[config.mk]
export PLATFORM = sky130hd
export DESIGN_NAME = alveo_hls4ml_dense_acc_requant
export DESIGN_NICKNAME = d
export VERILOG_FILES = /design/src/rtl/alveo_hls4ml_dense_acc_requant.sv
export SDC_FILE = /design/constraint.sdc
export NUM_CORES = 1
export LEC_CHECK = 0
export ABC_AREA = 1
export BUFFER_PORTS_ARGS = -buffer_cell sky130_fd_sc_hd__buf_2
export CORE_MARGIN = 1.5
export CORE_UTILIZATION = 55
export DETAILED_ROUTE_END_ITERATION = 16
export PLACE_DENSITY = 0.81
export REMOVE_ABC_BUFFERS = 1
export SKIP_LAST_GASP = 1
export SLEW_MARGIN = 20
export SYNTH_ARGS = -nofsm -noshare
export SYNTH_HDL_FRONTEND = slang
export SYNTH_SLANG_ARGS = --single-unit
[constraint.sdc]
create_clock -name clk -period 4.2 [get_ports clk]
set_input_delay 0.42 -clock clk [delete_from_list [all_inputs] [get_ports clk]]
set_output_delay 0.42 -clock clk [all_outputs]
set_load 0.01 [all_outputs]
[src/rtl/alveo_hls4ml_dense_acc_requant.sv]
// Dense-layer accumulator: bias + N_IN products per neuron, then
// round-half-up shift, saturation to OUT_W and a valid/ready output.
module alveo_hls4ml_dense_acc_requant #(
  parameter int PROD_W = 26,
  parameter int ACC_W  = 32,
  parameter int N_IN   = 16,
  parameter int N_OUT  = 8,
  parameter int SHIFT  = 10,
  parameter int OUT_W  = 16
) (
  input  logic                    clk,
  input  logic                    reset,
  input  logic                    in_valid,
  output logic                    in_ready,
  input  logic signed [PROD_W-1:0] in_data,
  input  logic signed [ACC_W-1:0]  bias,
  output logic                    out_valid,
  input  logic                    out_ready,
  output logic signed [OUT_W-1:0] out_data,
  output logic                    out_last,
  output logic                    ovf
);

  localparam int CW = (N_IN > 1) ? $clog2(N_IN) : 1;
  localparam int NW = (N_OUT > 1) ? $clog2(N_OUT) : 1;
  localparam logic [CW-1:0] CNT_LAST = CW'(N_IN - 1);
  localparam logic [NW-1:0] IDX_LAST = NW'(N_OUT - 1);
  localparam logic signed [ACC_W:0] RND =
    (ACC_W+1)'((64'd1 << SHIFT) >> 1);
  localparam logic signed [ACC_W:0] SMAX =
    {{(ACC_W-OUT_W+2){1'b0}}, {(OUT_W-1){1'b1}}};
  localparam logic signed [ACC_W:0] SMIN =
    {{(ACC_W-OUT_W+2){1'b1}}, {(OUT_W-1){1'b0}}};

  typedef enum logic [1:0] {
    S_ACCUM,
    S_REQ,
    S_OUT
  } state_t;

  state_t                  r_state;
  state_t                  w_state_nxt;
  logic [CW-1:0]           r_cnt;
  logic [NW-1:0]           r_nidx;
  logic signed [ACC_W-1:0] r_acc;
  logic signed [ACC_W-1:0] r_sum;
  logic                    r_out_valid;
  logic                    r_out_last;
  logic                    r_ovf;
  logic signed [OUT_W-1:0] r_out_data;

  logic                    w_accept;
  logic                    w_cnt_last;
  logic                    w_out_hs;
  logic                    w_clip;
  logic signed [ACC_W-1:0] w_prod_ext;
  logic signed [ACC_W-1:0] w_acc_nxt;
  logic signed [ACC_W:0]   w_rnd;
  logic signed [ACC_W:0]   w_q;
  logic signed [OUT_W-1:0] w_sat;

  always_ff @(posedge clk or posedge reset) begin
    if (reset) r_state <= S_ACCUM;
    else       r_state <= w_state_nxt;
  end

  always_comb begin
    w_state_nxt = r_state;
    unique case (r_state)
      S_ACCUM: if (w_accept && w_cnt_last) w_state_nxt = S_REQ;
      S_REQ:   w_state_nxt = S_OUT;
      S_OUT:   if (w_out_hs) w_state_nxt = S_ACCUM;
      default: w_state_nxt = S_ACCUM;
    endcase
  end

  always_comb begin
    in_ready = (r_state == S_ACCUM) && !reset;
  end

  assign w_accept   = in_valid && in_ready;
  assign w_cnt_last = (r_cnt == CNT_LAST);
  assign w_out_hs   = (r_state == S_OUT) && r_out_valid && out_ready;

  // First product of a neuron seeds the sum with the bias.
  assign w_prod_ext =
    {{(ACC_W-PROD_W){in_data[PROD_W-1]}}, in_data};
  assign w_acc_nxt  =
    ((r_cnt == '0) ? bias : r_acc) + w_prod_ext;

  // One guard bit so the rounding offset cannot wrap.
  assign w_rnd  = {r_sum[ACC_W-1], r_sum} + RND;
  assign w_q    = w_rnd >>> SHIFT;
  assign w_clip = (w_q > SMAX) || (w_q < SMIN);
  assign w_sat  = (w_q > SMAX) ? SMAX[OUT_W-1:0] :
                  (w_q < SMIN) ? SMIN[OUT_W-1:0] :
                                 w_q[OUT_W-1:0];

  always_ff @(posedge clk or posedge reset) begin
    if (reset) begin
      r_cnt       <= '0;
      r_nidx      <= '0;
      r_acc       <= '0;
      r_sum       <= '0;
      r_out_valid <= 1'b0;
      r_out_last  <= 1'b0;
      r_out_data  <= '0;
      r_ovf       <= 1'b0;
    end else begin
      if (w_accept) begin
        r_acc <= w_acc_nxt;
        if (w_cnt_last) begin
          r_cnt <= '0;
          r_sum <= w_acc_nxt;
        end else begin
          r_cnt <= r_cnt + CW'(1);
        end
      end
      if (r_state == S_REQ) begin
        r_out_data  <= w_sat;
        r_out_valid <= 1'b1;
        r_out_last  <= (r_nidx == IDX_LAST);
        if (w_clip) r_ovf <= 1'b1;
      end
      if (w_out_hs) begin
        r_out_valid <= 1'b0;
        r_nidx      <= (r_nidx == IDX_LAST) ? '0 : r_nidx + NW'(1);
      end
    end
  end

  assign out_valid = r_out_valid;
  assign out_data  = r_out_data;
  assign out_last  = r_out_last;
  assign ovf       = r_ovf;

endmodule

## Word-level counts from Yosys, hierarchy flattened

Cells that the tools add are included.

| word-level totals | value |
|---|---|
| bits in registers | 92 |
| logic and storage cells | 44 |

| cells by class | value |
|---|---|
| add/subtract/negate cells | 4 |
| reduce and logical (&&, ||, !) cells | 13 |
| muxes and demuxes | 10 |
| eq/ne operators | 6 |
| magnitude comparators | 2 |

Operators with widths:

| operator | count |
|---|---|
| 32-bit by 11-bit adder with 33-bit output (second input constant) | 1 |
| 32-bit by 26-bit adder with 32-bit output | 1 |
| 16-bit 2-to-1 mux | 2 |
| 32-bit 2-to-1 mux | 1 |
| 23-bit by 16-bit greater-than comparator with 1-bit output (second input constant) | 1 |
| 23-bit by 16-bit < comparator with 1-bit output (second input constant) | 1 |
| 2-bit one-hot mux with 3 select lines | 1 |
| 2-bit AND reduction | 3 |
| 1-bit logical AND | 5 |
| 4-bit by 1-bit adder with 4-bit output (second input constant) | 1 |
| 4-bit == test (second input constant) | 1 |
| 4-bit logical NOT | 1 |
| 2-bit 2-to-1 mux | 2 |
| 4-bit 2-to-1 mux | 1 |
| 2-bit != test (second input constant) | 2 |
| 3-bit by 1-bit adder with 3-bit output (second input constant) | 1 |
| 3-bit == test (second input constant) | 1 |
| 3-bit 2-to-1 mux | 1 |
| 2-bit by 1-bit == test with 1-bit output (second input constant) | 1 |
| 2-bit == test (second input constant) | 1 |
| 2-bit logical NOT | 1 |
| 1-bit 2-to-1 mux | 2 |
| 2-bit nonzero test | 1 |
| 1-bit logical NOT | 1 |
| 1-bit logical OR | 1 |

## Longest topological paths before layout

| logic depth | value |
|---|---|
| depth after elaboration | 6 |
| mapped depth | 20 |
| depth with buffers taken out | 19 |

## Worst setup path after synthesis

Ideal clock, no wire load.

| path | value |
|---|---|
| path type | reg-to-reg |
| start | register r_cnt[0] |
| end | register r_acc[27] |
| buffers on the path | 1 |
| stages on the path, launching flop included | 20 |
| slack | 1.217 ns |
| arrival | 2.850 ns |
| data required time | 4.067 ns |
| cell sequence | dfrtp_1 > inv_1 > ha_1 > nand2_1 > buf_1 > mux2_2 > ha_1 > nand2_1 > o21ai_0 > nand2_1 > nand2_1 > nand2_1 > nand2_1 > nand2_1 > nand2_1 > nand2_1 > nand2_1 > nand2_1 > nand3_1 > o21ai_0 |

| on the way | value |
|---|---|
| longest elaborated chain between the ends | 3 |

RTL lines:

| item | line | RTL |
|---|---|---|
| from (decl) | 43 | `logic [CW-1:0] r_cnt;` |
| from (signal assigned) | 116 | `r_cnt <= r_cnt + CW'(1);` |
| 4-bit logical NOT | 89 | `((r_cnt == '0) ? bias : r_acc) + w_prod_ext;` |
| 32-bit 2-to-1 mux | 89 |  |
| 32-bit by 26-bit adder with 32-bit output | 89 |  |
| to (signal assigned) | 111 | `r_acc <= w_acc_nxt;` |
| to (decl) | 45 | `logic signed [ACC_W-1:0] r_acc;` |

No other way between the ends.
A chain may end at the register's enable or synchronous reset.

## Worst setup path in the final report

| path | value |
|---|---|
| start | register r_cnt[0] |
| end | register r_sum[30] |

| on the way | value |
|---|---|
| longest elaborated chain between the ends | 3 |
| elaborated cells on any way between the ends | 5 |
| those cells by class | 1 x add/sub; 1 x eq/ne; 1 x mux; 2 x reduce/logical |

RTL lines:

| item | line | RTL |
|---|---|---|
| 4-bit logical NOT | 89 |  |
| 32-bit 2-to-1 mux | 89 |  |
| 32-bit by 26-bit adder with 32-bit output | 89 |  |
| to (signal assigned) | 114 | `r_sum <= w_acc_nxt;` |
| to (decl) | 46 | `logic signed [ACC_W-1:0] r_sum;` |

Several ways; a longest one is shown, not always the timed one.

==> run metrics <==
Initial Util=0.5667; via-per-instance ratio=5.431; vias in the first global route=5912; Final Hold Viols=0; Final Max Tran Viols=0; clock-pin slew on the worst setup and hold paths=0.06 ns; status=complete, no violations; post-cts gate resize count=0; most common flop cell mapped by yosys=dfrtp_1; via count=6077; Worst setup SP type=register; internal power=0.002791 W; DRT iter0 DRCs=429; Nets=1074; Post-Route WL=16140 µm; root buf cell=clkbuf_16; CTS Sinks=83; Cell Chain, Critical Path=inv_1, ha_1, nand2_1, buf_12, mux2_2, ha_1, nand2_1, o21ai_0, nor2_1, o21ai_0, nand3b_1, nand2_1, nand2_1, nand3_1, o21ai_0; power share of the combinational group=0.609; Max H-tree Level=3; max frequency=290.0 MHz; HPWL Detailed=12470 µm; Clock Path Buffers=2; Post-synth EDFFs=0; post-synthesis sequential area ratio=0.3352; fin crit period=3.449 ns; library cells used by synthesis=35; worst r2r src=r_cnt[0]$_DFFE_PP0P_; Post-Layout Cell Count=1119; Congestion Overflow GR=0; antenna viol nets, final=0; largest area contributor in the netlist=dfrtp_1; Max Cap Viol=0; Slew @ Worst Pin=0.9413 ns; worst-path maximum fanout=42; chip height=109.2 µm; ratio of cells with drive above 1 in the final layout=0.1461; Net Switching=0.002673 W; width of the die=109.2 µm; Flop pwr share=0.254; worst vdd ir=0.3698 mV; Initial DRT Pass Iterations=5; Filler cells=1048; Warnings, synthesis=0; Die Area=11910 µm²; Area Overhead vs Synth=13.16%; Total Routing Usage GR=0.2947; Critical Path AT=3.66 ns; Num CTS Buffers=9; initial antenna violation count=0; worst setup path class=register to register; Final TNS setup=0 ns; Max stage delay on crit path=0.59 ns; Clock power frac=0.137; area of the core=10940 µm²; pwr dens=779.1 nW/µm²; GPL Wtd Cong=0.9647; number of setup buffers added after CTS=0; P_leak=3.630 nW; largest net degree at the start of global routing=53; # DRC=0; synthesized area per cell=6.909 µm²; Final Cycle Share=0.8212; Port Buffers=81; critical-path cell with the highest stage delay=o21ai_0; worst skew pair latency=0.35 ns; top cells by area, synth=dfrtp_1 (34%), nand2_1 (19%), ha_1 (7.3%); async set or reset register ratio after synthesis=1.000; Yosys reg bits=83; Mapped Area=6197 µm²; WL/cell=14.42 µm; most frequent cell after synthesis=nand2_1; total power=0.005464 W; HP Class=primary input to async pin; post-route clock skew=0.009481 ns; Yosys top cell area share=0.3352; n_diodes=0; I/O pin cnt=82; Buf+Inv Stages, Crit Path=2; CP required=4.41 ns; # rows=38; critical path startpoint=r_cnt[0]$_DFFE_PP0P_; placed cells=1104; CTS tree=built; crit-path most repeated cell=nand2_1; Synth top cells by count=nand2_1 (310), nor2_1 (84), dfrtp_1 (83), inv_1 (71), o21ai_0 (68); cell family with most CP delay=compound AO/OA/AOI/OAI gates; Net Sw Frac=0.4892; Final setup viols=0; RSZ-0062 raised after global routing=false; Rel. slew slack=0.3717; Critical Path End Type=register; Syn Inst Count=897; first-pass GRT wire length=27170 µm; CTS hold repair buffers=0
[per-stage QoR]
stage | instance area [µm²] | hold slack, ns | worst slack, ns | utilization
3_3_place_gp | 6743 | 0.4403 | 0.9645 | 0.6166
5_1_grt | 7013 | 0.3363 | 0.4338 | 0.6413
4_1_cts | 7013 | 0.2899 | 0.8308 | 0.6413
6_report | 7013 | 0.2678 | 0.7512 | 0.6413
3_5_place_dp | 6743 | 0.4570 | 0.8651 | 0.6166
2_1_floorplan | 6111 | 0.4434 | 0.8054 | -
[path summary, 6_finish.rpt]
path	slack (ns)	cells past startpoint	endpoint
max in group asynchronous	2.99	3	r_sum[15]$_DFFE_PP0P_
worst max-delay path	0.75	15	r_sum[30]$_DFFE_PP0P_
min in group clk	0.42	4	r_acc[0]$_DFFE_PP0P_
worst min register to register	0.46	2	ovf$_DFFE_PP0P_
worst max register to register	0.75	15	r_sum[30]$_DFFE_PP0P_
worst min-delay path	0.27	2	r_sum[31]$_DFFE_PP0P_
[flip-flops by register name, indices dropped and copies added, names as in the netlist]
name	cells
r_acc	32
r_sum	23
out_data	16
r_cnt	4
r_nidx	3
r_state	2
out_last	1
out_valid	1
ovf	1
[power by group through the flow]
stage               combinational (W)  sequential (W)  clock [W]
finish                        0.00333         0.00139   0.000750
global placement              0.00322         0.00138          0
global route                  0.00378         0.00143   0.000790
detailed placement            0.00327         0.00139          0
CTS                           0.00329         0.00138   0.000757
floorplan                     0.00247         0.00136          0
[layout by cell type (no fill, tap or decap), types with 22 or more instances in the layout]
cell | synthesis | final
a21oi_1 | 49 | 49
buf_2 | 0 | 81
dfrtp_1 | 83 | 83
ha_1 | 36 | 36
inv_1 | 71 | 70
mux2_2 | 22 | 22
nand2_1 | 310 | 310
nand3_1 | 62 | 62
nor2_1 | 84 | 84
o21ai_0 | 68 | 68
[routing by layer]
layer	vias to the layer above	global-route usage	share of wire
met4	0	0.1382	0.036
li1	3082	-	-
met5	-	0	0
met3	42	0.03108	0.043
met1	2774	0.3595	0.44
met2	179	0.5183	0.48
[logic make-up (layout without fill, tap and decap cells)]
group / after synthesis / after routing / share of synthesized area
AOI/OAI and AO/OA: 130 / 130 / 0.1094
xor gates and xnor gates: 28 / 28 / 0.03957
adders and majority gates: 37 / 37 / 0.07591
buffers and inverters: 93 / 175 / 0.05875
DFF: 83 / 83 / 0.3352
muxes: 22 / 22 / 0.03998
and+or+nand+nor: 504 / 504 / 0.3412
[final cells by class]
class / count / area (µm²) / area share
inverter: 74 / 279.0 / 0.03979
tap: 140 / 175.2 / 0.02498
sequential: 83 / 2077 / 0.2962
clock buffer: 11 / 242.7 / 0.03461
clock inverter: 4 / 27.53 / 0.003925
multi-input combinational: 721 / 3756 / 0.5356
timing repair buffer: 86 / 455.4 / 0.06494
Note: power is estimated with default switching activity, not from simulation.
